--- src/rtl/cache_cell_selector.sv ---
// Cell selector for small fully-associative caches: masks tag matches
// with tracked valid bits, resolves a hit or picks a victim, emits enables.
module cache_cell_selector #(
  parameter int CELL_CNT  = 4,
  parameter int REPL_MODE = 0,
  localparam int IDXW = $clog2(CELL_CNT)
) (
  input  logic                clk,
  input  logic                rst,
  input  logic                lookup_valid,
  input  logic [CELL_CNT-1:0] cmp_results,
  output logic                lookup_ready,
  output logic                resp_valid,
  output logic                resp_hit,
  output logic [IDXW-1:0]     resp_idx,
  output logic [CELL_CNT-1:0] resp_enables,
  input  logic                fill_done,
  input  logic                inval_all,
  output logic [CELL_CNT-1:0] valid_bits
);

  typedef enum logic [1:0] {
    S_IDLE,
    S_RESP,
    S_ALLOC
  } state_t;

  localparam logic [IDXW-1:0] LAST = IDXW'(CELL_CNT - 1);

  state_t state_q, state_d;

  logic [CELL_CNT-1:0] valid_q, valid_d;
  logic [CELL_CNT-1:0] match, en_c;
  logic [IDXW-1:0]     ptr_q, ptr_d;
  logic [IDXW-1:0]     hit_idx, inv_idx;
  logic [IDXW-1:0]     plru_vic, victim, sel_idx;
  logic [CELL_CNT-1:1] plru_q, plru_d;
  logic                hit_c, inv_any;
  logic                from_ptr_q;
  logic                accept, hit_upd, fill_upd;

  assign match        = cmp_results & valid_q;
  assign hit_c        = |match;
  assign inv_any      = ~&valid_q;
  assign lookup_ready = (state_q == S_IDLE);
  assign valid_bits   = valid_q;

  // highest matching cell wins; lowest invalid cell is preferred victim
  always_comb begin
    hit_idx = '0;
    inv_idx = '0;
    for (int i = 0; i < CELL_CNT; i++)
      if (match[i]) hit_idx = IDXW'(i);
    for (int i = CELL_CNT - 1; i >= 0; i--)
      if (!valid_q[i]) inv_idx = IDXW'(i);
  end

  // heap-ordered tree, node 1 is the root
  always_comb begin : plru_walk
    int n;
    n = 1;
    for (int l = 0; l < IDXW; l++)
      n = 2 * n + int'(plru_q[n]);
    plru_vic = IDXW'(n - CELL_CNT);
  end

  always_comb begin
    victim = ptr_q;
    if (REPL_MODE == 0)
      victim = LAST;
    else if (inv_any)
      victim = inv_idx;
    else if (REPL_MODE == 2)
      victim = plru_vic;

    sel_idx = hit_c ? hit_idx : victim;

    en_c = '0;
    if (REPL_MODE == 0) begin
      for (int i = 0; i < CELL_CNT; i++)
        en_c[i] = !hit_c || (i <= int'(hit_idx));
    end else begin
      en_c[sel_idx] = 1'b1;
    end
  end

  always_comb begin
    state_d  = state_q;
    accept   = 1'b0;
    hit_upd  = 1'b0;
    fill_upd = 1'b0;
    unique case (state_q)
      S_IDLE: begin
        if (lookup_valid) begin
          accept  = 1'b1;
          state_d = S_RESP;
        end
      end
      S_RESP: begin
        if (resp_hit) begin
          hit_upd = 1'b1;
          state_d = S_IDLE;
        end else begin
          state_d = S_ALLOC;
        end
      end
      S_ALLOC: begin
        if (fill_done) begin
          fill_upd = 1'b1;
          state_d  = S_IDLE;
        end
      end
      default: state_d = S_IDLE;
    endcase
  end

  always_comb begin : upd
    int n;
    n       = 1;
    valid_d = valid_q;
    ptr_d   = ptr_q;
    plru_d  = plru_q;

    if (hit_upd && REPL_MODE == 0) begin
      for (int i = 1; i < CELL_CNT; i++)
        if (i <= int'(resp_idx)) valid_d[i] = valid_q[i-1];
      valid_d[0] = 1'b1;
    end

    if (fill_upd) begin
      if (REPL_MODE == 0)
        valid_d = {valid_q[CELL_CNT-2:0], 1'b1};
      else
        valid_d[resp_idx] = 1'b1;
      if (REPL_MODE == 1 && from_ptr_q)
        ptr_d = ptr_q + IDXW'(1);
    end

    // point every node on the path away from the touched cell
    if ((hit_upd || fill_upd) && REPL_MODE == 2) begin
      for (int l = IDXW - 1; l >= 0; l--) begin
        plru_d[n] = ~resp_idx[l];
        n = 2 * n + int'(resp_idx[l]);
      end
    end

    if (inval_all) valid_d = '0;
  end

  always_ff @(posedge clk) begin
    if (rst) begin
      state_q      <= S_IDLE;
      valid_q      <= '0;
      ptr_q        <= '0;
      plru_q       <= '0;
      from_ptr_q   <= 1'b0;
      resp_valid   <= 1'b0;
      resp_hit     <= 1'b0;
      resp_idx     <= '0;
      resp_enables <= '0;
    end else begin
      state_q    <= state_d;
      valid_q    <= valid_d;
      ptr_q      <= ptr_d;
      plru_q     <= plru_d;
      resp_valid <= accept;
      if (accept) begin
        resp_hit     <= hit_c;
        resp_idx     <= sel_idx;
        resp_enables <= en_c;
        from_ptr_q   <= !inv_any;
      end
    end
  end

endmodule
--- config.mk ---
export PLATFORM = sky130hd
export DESIGN_NAME = cache_cell_selector
export DESIGN_NICKNAME = d
export VERILOG_FILES = /design/src/rtl/cache_cell_selector.sv
export SDC_FILE = /design/constraint.sdc
export NUM_CORES = 1
export LEC_CHECK = 0
export CORE_MARGIN = 1
export CORE_UTILIZATION = 27
export CTS_CLUSTER_DIAMETER = 60
export DETAILED_ROUTE_END_ITERATION = 8
export PLACE_DENSITY = 0.5
export SETUP_SLACK_MARGIN = 0.1
export SLEW_MARGIN = 20
export SYNTH_ARGS = -nofsm -noshare
export SYNTH_HDL_FRONTEND = slang
export SYNTH_SLANG_ARGS = --single-unit
--- constraint.sdc ---
create_clock -name clk -period 3.3 [get_ports clk]
set_input_delay 0.66 -clock clk [delete_from_list [all_inputs] [get_ports clk]]
set_output_delay 0.66 -clock clk [all_outputs]
set_load 0.01 [all_outputs]
==> impl_metrics.toml <==
[critical_path]
worstPathRequired_ns = 2.64
cp_max_fo = 8
endpoint_kind = "output port"
cp-start-kind = "flop"
cp.arrival_ns = 1.30
crit_type = "flop to output port"

[drt]
vias_per_cell = 4.69
firstDrtPassIters = 3
drcViolationCount = 0
routedWlPerCell_um = 11.9
vias = 511
drt_iter0_drc = 3
totalWireLength_um = 1300
antenna_left = 0

[timing]
finalClockSkew_ns = 0.00238
final-hold-violation-count = 0
fmax_mhz = 510
grt_setup_unrepaired = "no"
finalSetupTns_ns = 0
finalCritPeriodShare = 0.594
max_slew_margin = 0.689
drv_slew = 0
finalCriticalPeriod_ns = 1.96
setup_violations = 0
worstMarginPinSlew_ns = 0.464

[yosys]
yosys_warnings = 0
synth.area.mux_share = 0.0364
synth_simple_gate_area_frac = 0.277
netlist_area_um2 = 551
syn_area_per_cell_um2 = 9.03
synth-seq-cells = 13
synthAdderAreaFrac = 0
synthXorXnorAreaFrac = 0
synth_top_family_by_area = "simple AND/OR/NAND/NOR gates"
syn_inst = 61
yosysUniqueCellTypes = 22
syn_nets = 70
ys_seq_area_frac = 0.473
synth-compound-area-share = 0.193

[global_routing]
first_global_vias = 441
grt_pass1_wl_um = 2040
grt_overflow = 0
top_usage_layer = "met2"
met1_usage = 0.180
gr-usage-met2 = 0.206
gr-usage-met3 = 0.0577
grtUsageTotal = 0.136
antenna_found_initial = 0
grt_max_degree = 11

[floorplan]
dieArea_mm2 = 0.00222
core_mm2 = 0.00182
die_h_um = 47.2
rows = 15
ioPinCount = 22
start_util = 0.302
die_w_um = 47.2

[cts]
cts-root-buf = "clkbuf_4"
htree_levels = 1
holdBufCountCts = 0
post_cts_resized = 0
path_clk_slew_ns = 0.07
cts_tree = "built"
cts_buffer_depth = 2
clkSinkCount = 13
cts_buffers = 3
post_cts.repair.setup_buffers = 0
insertion_delay_ns = 0.27

[power_and_ir_drop]
p_per_area_mw_per_mm2 = 409
p_leak_nw = 0.308
peakVddDrop_v = 0.000219
p_total_w = 0.000330

[placement]
dp.cells = 105
port_buffers = 21
dpl_cell_area_um2 = 781
dp.final_hpwl_um = 967
routabilityCongestion = 0.725

[finish]
fin_area_um2 = 807
n_antenna_cell = 0
layout_common_cells = "clkdlybuf4s50_1, nor2_1, dfxtp_1"
finish.utilization = 0.443
syn_to_final_growth_pct = 46.6
final_common_cell = "clkdlybuf4s50_1"
drive_gt1_frac = 0.0833
instances_no_fill = 109
nFillCells = 188
nNetsFinal = 94

[min_path]
min_path_type = "flop to flop"

[flow_run]
maxCapViolations = 0

[status]
outcome = "complete, no violations"
## stage by stage
stage	worst slack, ns	hold WS, ns
finish	1.34	0.474
global route	1.26	0.527
CTS	1.33	0.485
detailed placement	1.22	0.466
global placement	1.23	0.455
floorplan	1.79	0.504
## critical path: stages (launching register included)
cell and delay [ns]:
dfxtp_1 0.38, nor2_1 0.12, clkdlybuf4s50_1 0.53
## routing by layer
| metal | wire length, µm | share of wire | up-vias |
|---|---|---|---|
| li1 | - | - | 266 |
| met1 | 686 | 0.53 | 226 |
| met2 | 532 | 0.41 | 17 |
| met3 | 67 | 0.052 | 2 |
| met4 | 13 | 0.010 | 0 |
| met5 | 0 | 0 | - |
## report_power, final
| group | internal [W] | total (W) | switching, W |
|---|---|---|---|
| registers | 0.000166 | 0.000175 | 0.00000870 |
| clock network | 0.0000468 | 0.0000957 | 0.0000489 |
| logic | 0.0000354 | 0.0000594 | 0.0000241 |
| total | 0.000248 | 0.000330 | 0.0000817 |
## worst paths after layout
| path | from | cells past startpoint | slack [ns] | to |
|---|---|---|---|---|
| setup reg to reg | state_q[0]$_SDFFE_PP0P_ | 3 | 1.93 | resp_enables[1]$_SDFFE_PP0P_ |
| setup / recovery | state_q[0]$_SDFFE_PP0P_ | 2 | 1.34 | lookup_ready |
| hold / removal | resp_enables[0]$_SDFFE_PP0P_ | 2 | 0.47 | resp_enables[0]$_SDFFE_PP0P_ |
| hold reg to reg | resp_enables[0]$_SDFFE_PP0P_ | 2 | 0.47 | resp_enables[0]$_SDFFE_PP0P_ |
## logic make-up after synthesis
kind of cell	count (synthesis)
simple gates	29
mux	2
flops	13
buf+inv	2
compound gates	15
## registers in the layout, summed over array words and instances, names as in the netlist
register and count:
state_q 2, resp_valid 1, resp_idx 2, valid_bits 4, resp_enables 3, resp_hit 1
## Yosys cell counts
master | number | share of area
nor2_1 | 14 | 0.095
a22oi_1 | 2 | 0.027
nor3b_2 | 1 | 0.023
nand2_1 | 6 | 0.041
buf_4 | 1 | 0.014
o21ai_0 | 2 | 0.018
a21boi_1 | 1 | 0.014
or2_2 | 1 | 0.011
or3b_1 | 1 | 0.016
and3b_1 | 2 | 0.032
or3b_2 | 1 | 0.016
a311oi_1 | 3 | 0.048
a21oi_2 | 1 | 0.016
and4b_1 | 1 | 0.018
o31a_1 | 1 | 0.016
mux2i_1 | 2 | 0.036
a211oi_1 | 2 | 0.027
and2_1 | 1 | 0.011
dfxtp_1 | 13 | 0.47
nor3b_1 | 1 | 0.014
a21oi_1 | 3 | 0.027
clkbuf_1 | 1 | 0.0068
## area by class of cell
cell class	count	area [µm²]	share of cell area
clock buffers	4	26.3	0.0326
multi-input cells	46	279	0.346
repair buffers	21	210	0.260
flip-flops and latches	13	260	0.322
well taps	25	31.3	0.0388
Note: power is estimated with default switching activity, not from simulation.
